[config.mk]
export PLATFORM = sky130hd
export DESIGN_NAME = fetch_queue
export DESIGN_NICKNAME = d
export VERILOG_FILES = /design/src/rtl/fetch_queue.sv
export SDC_FILE = /design/constraint.sdc
export NUM_CORES = 1
export LEC_CHECK = 0
export BUFFER_PORTS_ARGS = -buffer_cell sky130_fd_sc_hd__buf_2
export CAP_MARGIN = 40
export CORE_ASPECT_RATIO = 1.4
export CORE_MARGIN = 2
export CORE_UTILIZATION = 50
export CTS_CLUSTER_SIZE = 8
export DETAILED_ROUTE_END_ITERATION = 7
export GPL_TIMING_DRIVEN = 0
export PLACE_DENSITY = 0.76
export SETUP_SLACK_MARGIN = 0.1
export SYNTH_ARGS = -nofsm -noshare
export SYNTH_HDL_FRONTEND = slang
export SYNTH_SLANG_ARGS = --single-unit
[constraint.sdc]
create_clock -name clk -period 3.6 [get_ports clk]
set_input_delay 0 -clock clk [delete_from_list [all_inputs] [get_ports clk]]
set_output_delay 0 -clock clk [all_outputs]
set_load 0.1 [all_outputs]
[src/rtl/fetch_queue.sv]
// Instruction fetch stage: issues sequential word fetches, buffers {word, pc} in a small ring
// and presents one instruction (or an FLI word pair) per decode handshake.
module fetch_queue #(
    parameter int unsigned DEPTH    = 4,
    parameter logic [31:0] RESET_PC = 32'h0000_0000
) (
    input  logic        clk,
    input  logic        rst,
    output logic        imem_req,
    output logic [31:0] imem_addr,
    input  logic        imem_gnt,
    input  logic        imem_rvalid,
    input  logic [31:0] imem_rdata,
    input  logic        redirect,
    input  logic [31:0] redirect_pc,
    output logic        out_valid,
    input  logic        out_ready,
    output logic [31:0] instr,
    output logic [31:0] instr1,
    output logic [31:0] pc,
    output logic        is_pair
);

    localparam int unsigned PtrW = (DEPTH > 1) ? $clog2(DEPTH) : 1;
    localparam int unsigned CntW = PtrW + 1;
    localparam logic [6:0] OpFli = 7'b1000100;
    localparam logic [CntW-1:0] CntDepth = CntW'(DEPTH);
    localparam logic [CntW-1:0] CntOne = CntW'(1);
    localparam logic [CntW-1:0] CntTwo = CntW'(2);

    logic [31:0]     word_q [DEPTH];
    logic [31:0]     wpc_q  [DEPTH];
    logic [PtrW-1:0] head_q, head_d, tail_q, tail_d, head_nxt;
    logic [CntW-1:0] count_q, count_d, pop_n;
    logic [31:0]     fetch_pc_q, fetch_pc_d, req_pc_q, req_pc_d;
    logic            outstanding_q, outstanding_d, drop_q, drop_d;
    logic            push, fire, grant;
    logic            unused_redirect_bits;

    assign unused_redirect_bits = ^redirect_pc[1:0];
    assign head_nxt  = head_q + PtrW'(1);
    assign imem_req  = !rst && !redirect && !outstanding_q && (count_q < CntDepth);
    assign imem_addr = fetch_pc_q;
    assign grant     = imem_req && imem_gnt;
    // A response is dropped if it belongs to a flushed stream or lands with a redirect.
    assign push      = imem_rvalid && !drop_q && !redirect;
    assign fire      = out_valid && out_ready && !redirect;

    always_comb begin
        instr     = '0;
        instr1    = '0;
        pc        = '0;
        is_pair   = 1'b0;
        out_valid = 1'b0;
        if (count_q != '0) begin
            instr   = word_q[head_q];
            pc      = wpc_q[head_q];
            is_pair = (word_q[head_q][6:0] == OpFli);
            if (count_q >= CntTwo) begin
                instr1 = word_q[head_nxt];
            end
            out_valid = is_pair ? (count_q >= CntTwo) : 1'b1;
        end
    end

    always_comb begin
        pop_n         = fire ? (is_pair ? CntTwo : CntOne) : '0;
        head_d        = head_q;
        tail_d        = tail_q;
        count_d       = count_q;
        fetch_pc_d    = fetch_pc_q;
        req_pc_d      = req_pc_q;
        outstanding_d = outstanding_q;
        drop_d        = drop_q;
        if (redirect) begin
            head_d     = '0;
            tail_d     = '0;
            count_d    = '0;
            fetch_pc_d = {redirect_pc[31:2], 2'b00};
            if (imem_rvalid) begin
                outstanding_d = 1'b0;
                drop_d        = 1'b0;
            end else if (outstanding_q) begin
                drop_d = 1'b1;
            end
        end else begin
            head_d  = head_q + pop_n[PtrW-1:0];
            count_d = count_q + CntW'(push) - pop_n;
            if (push) begin
                tail_d = tail_q + PtrW'(1);
            end
            if (imem_rvalid) begin
                outstanding_d = 1'b0;
                drop_d        = 1'b0;
            end
            if (grant) begin
                outstanding_d = 1'b1;
                req_pc_d      = fetch_pc_q;
                fetch_pc_d    = fetch_pc_q + 32'd4;
            end
        end
    end

    always_ff @(posedge clk) begin
        if (rst) begin
            head_q        <= '0;
            tail_q        <= '0;
            count_q       <= '0;
            fetch_pc_q    <= RESET_PC;
            req_pc_q      <= '0;
            outstanding_q <= 1'b0;
            drop_q        <= 1'b0;
        end else begin
            head_q        <= head_d;
            tail_q        <= tail_d;
            count_q       <= count_d;
            fetch_pc_q    <= fetch_pc_d;
            req_pc_q      <= req_pc_d;
            outstanding_q <= outstanding_d;
            drop_q        <= drop_d;
        end
    end

    // Storage needs no reset: outputs are gated by count.
    always_ff @(posedge clk) begin
        if (push && !rst) begin
            word_q[tail_q] <= imem_rdata;
            wpc_q[tail_q]  <= req_pc_q;
        end
    end

endmodule
# Word-level counts from Yosys, hierarchy flattened
# Memory sizes are Yosys's and may differ from the RTL's. A register that Yosys moved wholly into a read port is not among the register bits.
# Index checks and enable logic that the tools add are counted.
# totals
inputBits,70
reg_bits,73
memories,2
wordCells,62
ramBits,256
# memory_table
memory,words,word_bits,rd,rd_ports_with_merged_regs,wr,line,text
word_q,4,32,2,1,1,31,logic [31:0] word_q [DEPTH];
wpc_q,4,32,1,1,1,32,logic [31:0] wpc_q [DEPTH];
# op_classes
muxes,22
n_reduce_logical,20
n_bitwise,1
n_eq_ne,1
n_lt_le_gt_ge,2
addsub,6
# ops
op,count
$mux W32,6
$add A32 B3 Y32 const B,1
$mux W1,12
$logic_and A1 B1 Y1,9
$mux W2,4
$eq A7 B7 Y1 const B,1
$reduce_bool A2 Y1,3
$add A2 B1 Y2 const B,2
$logic_not A1 Y1,4
$reduce_and A2 Y1,2
$add A3 B1 Y3,1
$ge A3 B2 Y1 const B,1
$lt A3 B3 Y1 const B,1
$reduce_bool A3 Y1,1
$sub A3 B2 Y3,1
$add A2 B2 Y2,1
$reduce_or A2 Y1,1
$not A1 Y1,1

# Logic depth before layout (Yosys ltp)
# Gate-level depths: netlist of the first run.
# depth
ltp_word,8
mapped_depth,12
mapped_depth_nobuf,10

# Worst setup path after synthesis of the first run
# No wires, ideal clock.
# synth_timing
path_type,register to output
from,register head_q[1] (netlist name)
to,output port instr[23]
path_slack_ps,770
required_ps,3600
stages_incl_launch_ff,7
n_path_buf,4
arrival_ps,2830
cell_sequence,dfxtp_1 -> buf_2 -> buf_2 -> buf_2 -> clkbuf_1 -> mux4_2 -> nor2b_1
# synth_rtl
element,line,text
end: declaration,18,"output logic [31:0] instr,"

==> run summary, run 1 <==
non-filler cells, final: 1610
Die H: 200 microns
root buf cell: clkbuf_16
reg2reg start: head_q[1]$_SDFF_PP0_
Starting Density: 50.9%
post-synth cell types: 54
CP max stage cell: clkbuf_1
CP max stage delay: 0.59 ns
DRT Wirelength: 32900 microns
CTS HTree Levels: 2
CP Launch Point: head_q[1]$_SDFF_PP0_
PD cells: 504 nW/um^2
clk_skew: 0.0141 ns
RSZ-0062 raised after global routing: false
CTS tree: yes
routed via count: 9110
Cells after Synth: 906
final instance area: 17100 sq um
CTS max path bufs: 3
synth top area cells: edfxtp_1 54%, mux4_2 15%, dfxtp_1 10%, nor2b_1 2.9%, nand2_1 2.6%
Synth top area share: 54.4%
Req. time, crit path: 3.60 ns
met2 routed WL: 17600 microns
Ports: 201
RePlAce Congestion: 0.929
Yosys reg bits: 317
post-layout util: 63.7%
outcome: finished, final reports clean
Cell Area, Placed: 15200 sq um
R2R Setup Slk: 0.48 ns
Static Leak: 6.01 nW
number of setup buffers added after CTS: 0
cell taking the most area after synthesis: edfxtp_1
core area: 26900 sq um
CP bufs+invs: 5
Worst-Skew Late Latency: 0.53 ns
Worst Hold Slack: 0.0568 ns
number of max-cap violations: 0
Placement Setup Slack: 0.492 ns
worst reg-to-reg path cell count: 12
Fin. Hold Viols: 0
Area Overhead vs Synth: 25.1%
Setup WS post-layout: 0.371 ns
largest net degree at the start of global routing: 42
DR pass1 iterations: 7
Final #Nets: 1296
Top FF cell, synth: edfxtp_1
Routed WL per cell: 20.4 microns
initial antenna violation count: 0
die area: 28800 sq um
crit-path leading delay family: buffers and inverters
crit path kind: flip-flop to output port
fillcell total: 1967
Tcrit/Tclk final: 89.7%
Max VDD drop: 0.329 mV
commonest cells after routing, fill and taps aside: 248 x edfxtp_1, 207 x buf_2, 94 x nand2_1
register area share after synthesis: 64.5%
clk sinks: 317
number of synthesized flops with an enable pin: 248
width of the die: 144 microns
register area: 8830 sq um
Tot GR Track Use: 23.2%
Slew @ Worst Pin: 0.710 ns
worst-path fanout max: 10
share of cells above drive strength 1: 29.9%
Ys Warns: 0
GR Overflow Total: 0
max_slew headroom: 52.7%
Worst setup SP type: flip-flop
f_max: 0.310 GHz
hold crit path type: primary input to flip-flop
final-report max-slew violation count: 0
total power: 8.64 mW
Reg-to-Reg End: count_q[2]$_SDFF_PP0_
CP Capture Type: output port
Post-Route M1 WL: 12000 microns
CP endpoint: instr[29]
Inst Count DP: 1471
critical path depth: 7
Post-synth ARST share: 0%
Period minus WS final: 3.23 ns
Setup TNS Final: 0 ns
Via-to-Cell Ratio: 5.66
Clk pin slew, worst setup/hold paths: 0.05 ns
CP most frequent cell: buf_2
DRC: 0
number of global-route vias before repair: 9418
mapped cell area: 13700 sq um
CP cell instances: buf_2 -> buf_2 -> buf_2 -> clkbuf_1 -> mux4_2 -> nor2b_1 -> buf_2
row count: 71
first-pass GRT wire length: 50500 microns
Antenna Cells: 0
CTS Buf Count: 45
commonest non-fill, non-tap cell in the layout: edfxtp_1
DRT iter0 DRCs: 712
Post-DP HPWL: 22400 microns
setup violators final: 0
Critical Path AT: 3.23 ns
Multi-input gate area: 4590 sq um
Post-DRT Antenna Nets: 0
Avg Inst Size Synth: 15.1 sq um
WL met3: 2090 microns
number of port buffers: 192
top sig layer: met4
==> cells by family (layout without fill, tap and decap cells) <==
group	count (synthesis)	after routing	synth area share, %
AO/OA/AOI/OAI	108	108	4.85
XOR/XNOR	8	8	0.512
adder cells (fa/ha/maj)	8	8	0.786
buffers and inverters	72	408	2.27
flip-flops	317	317	64.5
multiplexers	95	95	15.6
other	1	4	0.0274
AND/OR/NAND/NOR	297	297	11.5
==> cells in the mapped netlist (10+ instances only) <==
cell / instances
edfxtp_1: 248
nand2_1: 94
mux4_2: 92
dfxtp_1: 69
nor2b_1: 63
a21oi_1: 55
and2_1: 37
clkbuf_1: 37
nor2_1: 31
nand3_1: 20
buf_2: 15
a31oi_1: 11
o21ai_0: 11
and3_1: 10
inv_1: 10
==> worst min-delay path by stage <==
stage              startpoint                          to  slack [ns]  cells after the start
2_1_floorplan     imem_rvalid         drop_q$_SDFFE_PP0P_        0.08                      1
3_3_place_gp   imem_rdata[23]     word_q[1][23]$_DFFE_PP_        0.21                      1
3_5_place_dp    imem_rdata[7]      word_q[1][7]$_DFFE_PP_        0.22                      1
4_1_cts              imem_gnt  imem_addr[10]$_SDFFE_PP0P_        0.03                      5
5_1_grt              imem_gnt   imem_addr[9]$_SDFFE_PP0P_        0.13                      4
6_report             imem_gnt  imem_addr[10]$_SDFFE_PP0P_        0.06                      5
==> cell type report <==
| type | instances | share of cell area [%] |
|---|---|---|
| plain buffers | 62 | 1.60 |
| clock buffers | 71 | 7.14 |
| clock inverters | 3 | 0.131 |
| inverters | 10 | 0.219 |
| multi-input cells | 520 | 26.8 |
| flip-flops and latches | 317 | 51.5 |
| well taps | 365 | 2.66 |
| repair buffers | 262 | 9.96 |
==> repair_timing <==
| item | CTS | global route |
|---|---|---|
| gates resized for setup | 0 | 0 |
| hold buffers | 65 | 0 |
| hold endpoints to repair | 161 | 0 |
==> worst register-to-register path: stages, from the launching register on <==
cell	delay (ns)
dfxtp_1	0.30
buf_2	0.20
buf_2	0.32
mux4_1	0.39
nor3b_2	0.43
a21oi_1	0.20
xor2_1	0.20
ha_1	0.17
inv_1	0.05
fa_1	0.39
xor2_1	0.19
xnor2_1	0.14
nor2_1	0.05
==> flip-flops by register name, indices dropped and copies added, names as in the netlist <==
signal         cells
count_q            3
drop_q             1
head_q             2
imem_addr         30
outstanding_q      1
req_pc_q          30
tail_q             2
word_q           128
wpc_q            120
==> metal layers <==
metal,track usage [%],up-vias
li1,-,4126
met1,26.8,4533
met2,42.5,381
met3,4.01,70
met4,9.69,0
met5,0,-
==> where the power goes <==
group          switching [mW]  internal (mW)
Combinational           0.659          0.207
Clock                    1.42           2.30
Sequential             0.0579           3.99
Total                    2.14           6.50
Note: power is estimated with default switching activity, not from simulation.
==> run 2, diff against run 1 <==
--- a/config.mk
+++ b/config.mk
@@ -5,6 +5,7 @@
 export SDC_FILE = /design/constraint.sdc
 export NUM_CORES = 1
 export LEC_CHECK = 0
+export ABC_AREA = 1
 export BUFFER_PORTS_ARGS = -buffer_cell sky130_fd_sc_hd__buf_2
 export CAP_MARGIN = 40
 export CORE_ASPECT_RATIO = 1.4
==> run 2 against run 1 <==
Compared with the run above:
- non-clock buffer count up 37
- sequential share of layout area shrank 2.3 points
- clock skew increased by 0.0042 ns
- combinational power increased by 2.9%
- global-route usage increased by 3.7 points
- clock-buffer cell count unchanged
- core utilization shrank 0.36 points
- worst hold slack better by 0.15 ns
- critical path type is now flip-flop to flip-flop
- highest routed layer unchanged
- sequential power barely moved
- design area up 4.6%
- worst setup slack better by 0.065 ns
- fmax rose by 2.1%
==> run summary, run 2 <==
Post-synth ARST share: 0% (unchanged)
Yosys reg bits: 317 (unchanged)
Synth top cells by count: 296 x nand2_1, 248 x edfxtp_1, 246 x nor2_1, 157 x o21ai_0, 114 x a21oi_1
initial antenna violation count: 0 (unchanged)
largest net degree at the start of global routing: 26 (-38%)
Area Overhead vs Synth: 25.1% (about the same)
Synth top area share: 52.0% (-2.4 points)
setup violators final: 0 (unchanged)
f_max: 0.316 GHz (+2.1%)
register area share after synthesis: 61.6% (-2.8 points)
Setup WS post-layout: 0.436 ns (+0.0652 ns)
Max VDD drop: 0.392 mV (+19%)
Die H: 204 microns (+2.2%)
Req. time, crit path: 4.07 ns (+0.47 ns)
number of global-route vias before repair: 12154 (+29%)
CTS max path bufs: 3 (unchanged)
Ports: 201 (unchanged)
number of max-cap violations: 0 (unchanged)
CP Capture Type: flip-flop
Worst Hold Slack: 0.207 ns (+0.151 ns)
number of port buffers: 192 (unchanged)
CTS HTree Levels: 2 (unchanged)
met3 usage: 4.20% (+0.19 points)
Clk pin slew, worst setup/hold paths: 0.05 ns (about the same)
DRC: 0 (unchanged)
GR Overflow Total: 0 (unchanged)
final-report max-slew violation count: 0 (unchanged)
Reg power frac: 46.4% (-0.5 points)
die area: 30000 sq um (+4.5%)
Post-DP HPWL: 27500 microns (+22%)
routed via count: 12346 (+36%)
Net Sw Power: 2.18 mW (+1.9%)
max reg flops: 128 (unchanged)
Routed WL per cell: 18.5 microns (-9.4%)
Static Leak: 7.35 nW (+22%)
Placement Setup Slack: 0.488 ns (-0.00391 ns)
post-synth cell types: 46 (-15%)
busiest grt layer: met2
Ys Warns: 0 (unchanged)
CP cell instances: nor2_2 -> inv_1 -> nor2_2 -> inv_2 -> nand3_1 -> nand4_1 -> xor2_1 -> ha_1 -> inv_1 -> fa_1 -> xnor2_1 -> or2_2 -> a21oi_1
Inst Count DP: 2087 (+42%)
Period minus WS final: 3.16 ns (-0.0652 ns)
row count: 73 (+2.8%)
Fin. Hold Viols: 0 (unchanged)
Setup TNS Final: 0 ns (unchanged)
Most flops, register: word_q
non-filler cells, final: 2227 (+38%)
Clock Power Share: 43.4% (+0.3 points)
Post-DRT Antenna Nets: 0 (unchanged)
Final #Nets: 1904 (+47%)
Tcrit/Tclk final: 87.9% (-1.8 points)
CP max stage cell: nor2_2
Internal Pwr Total: 6.58 mW (+1.3%)
share of cells above drive strength 1: 17.6% (-12 points)
commonest cells after routing, fill and taps aside: 296 x nand2_1, 248 x edfxtp_1, 242 x nor2_1
largest registers: word_q x128, wpc_q x120
M1 GR Usage: 30.8% (+4.0 points)
PD cells: 489 nW/um^2 (-3.0%)
worst-path fanout max: 10 (unchanged)
RSZ-0062 raised after global routing: false
first-pass GRT wire length: 63100 microns (+25%)
width of the die: 147 microns (+2.2%)
RePlAce Congestion: 0.947 (+1.9%)
number of synthesized flops with an enable pin: 248 (unchanged)
Avg Inst Size Synth: 9.50 sq um (-37%)
root buf cell: clkbuf_16
Slew @ Worst Pin: 0.825 ns (+0.115 ns)
crit-path leading delay family: simple AND/OR/NAND/NOR gates
CTS Buf Count: 45 (unchanged)
power share of the combinational group: 10.2% (+0.2 points)
mapped cell area: 14300 sq um (+4.6%)
DRT iter0 DRCs: 887 (+25%)
Via-to-Cell Ratio: 5.54 (-2.0%)
Tot GR Track Use: 26.9% (+3.7 points)
crit path kind: flip-flop to flip-flop
Switching Fraction: 24.9% (+0.12 points)
commonest non-fill, non-tap cell in the layout: nand2_1
Starting Density: 50.6% (-0.28 points)
post-layout util: 63.3% (-0.36 points)
DR pass1 iterations: 6 (-1)
Top FF cell, synth: edfxtp_1
Worst setup SP type: flip-flop
clk_skew: 0.0184 ns (+0.00424 ns)
hold crit path type: primary input to flip-flop
core area: 28300 sq um (+5.2%)
CTS tree: yes
most frequent cell after synthesis: nand2_1
met2 Track Usage GR: 49.2% (+6.7 points)
cell taking the most area after synthesis: edfxtp_1
DRT Wirelength: 41200 microns (+25%)
synth top area cells: edfxtp_1 52%, dfxtp_1 9.6%, nand2_1 7.8%, nor2_1 6.4%, o21ai_0 5.5%
Worst-Skew Late Latency: 0.54 ns (about the same)
max_slew headroom: 44.8% (-7.8 points)
clk sinks: 317 (unchanged)
CP bufs+invs: 3 (-2)
Critical Path AT: 3.63 ns (+0.40 ns)
outcome: finished, final reports clean
Antenna Cells: 0 (unchanged)
CP max stage delay: 0.51 ns (-0.08 ns)
Cells after Synth: 1509 (+67%)
run 2: layout make-up:
type,instances,area (sq um)
fill,2259,10400
sequential,317,8830
multi-input combinational,994,4680
timing repair buffer,267,1810
clock buffer,71,1270
tap,375,469
buffer,94,455
inverter,107,404
clock inverter,2,13.8
run 2: path summary, 6_finish.rpt:
kind                                                 from                      end  slack (ns)  cells past startpoint
worst max-delay path                count_q[2]$_SDFF_PP0_    count_q[2]$_SDFF_PP0_        0.44                     13
worst min-delay path                       imem_rdata[27]  word_q[1][27]$_DFFE_PP_        0.21                      2
worst max register to register      count_q[2]$_SDFF_PP0_    count_q[2]$_SDFF_PP0_        0.44                     13
worst min register to register  req_pc_q[24]$_SDFFE_PP0P_   wpc_q[2][24]$_DFFE_PP_        0.50                      0
run 2: worst reg2reg max path: cells and delay by family, from the launching register on:
kind	cells	cell delay, ns
buffers and inverters	3	0.25
xor gates and xnor gates	2	0.35
DFF	1	0.34
AOI/OAI and AO/OA	1	0.12
adders and majority gates	2	0.55
and+or+nand+nor	5	1.49
run 2: timing repair:
action                    in CTS  in global routing
hold buffers                  67                  0
hold endpoints to repair     171                  0
buffers inserted               0                  0
gates resized for setup        0                  0
run 2: cell families after synthesis:
family          share of synthesized area [%]
compound gates                           12.8
other cells                            0.0262
simple gates                             18.5
fa+ha+maj                               0.751
flops                                    61.6
buf+inv                                  6.00
xor+xnor                                0.306
run 2: power by group through the flow:
stage	registers, mW	logic [mW]	clock network [mW]
after global routing	4.07	0.937	3.99
after CTS	4.07	0.887	3.84
after global placement	4.14	0.808	0
after floorplan	4.27	0.483	0
final	4.07	0.891	3.80
after detailed placement	4.13	0.827	0
run 2: routing by layer:
metal,up-vias,part of all wire (%)
li1,5782,-
met1,5782,36
met2,680,52
met3,102,8.1
met4,0,3.3
met5,-,0
run 2: stage by stage:
stage | cell area, sq um | power [mW]
2_1_floorplan | 14300 | 4.75
3_3_place_gp | 15800 | 4.94
3_5_place_dp | 16000 | 4.96
4_1_cts | 17900 | 8.79
5_1_grt | 17900 | 9.00
6_report | 17900 | 8.76
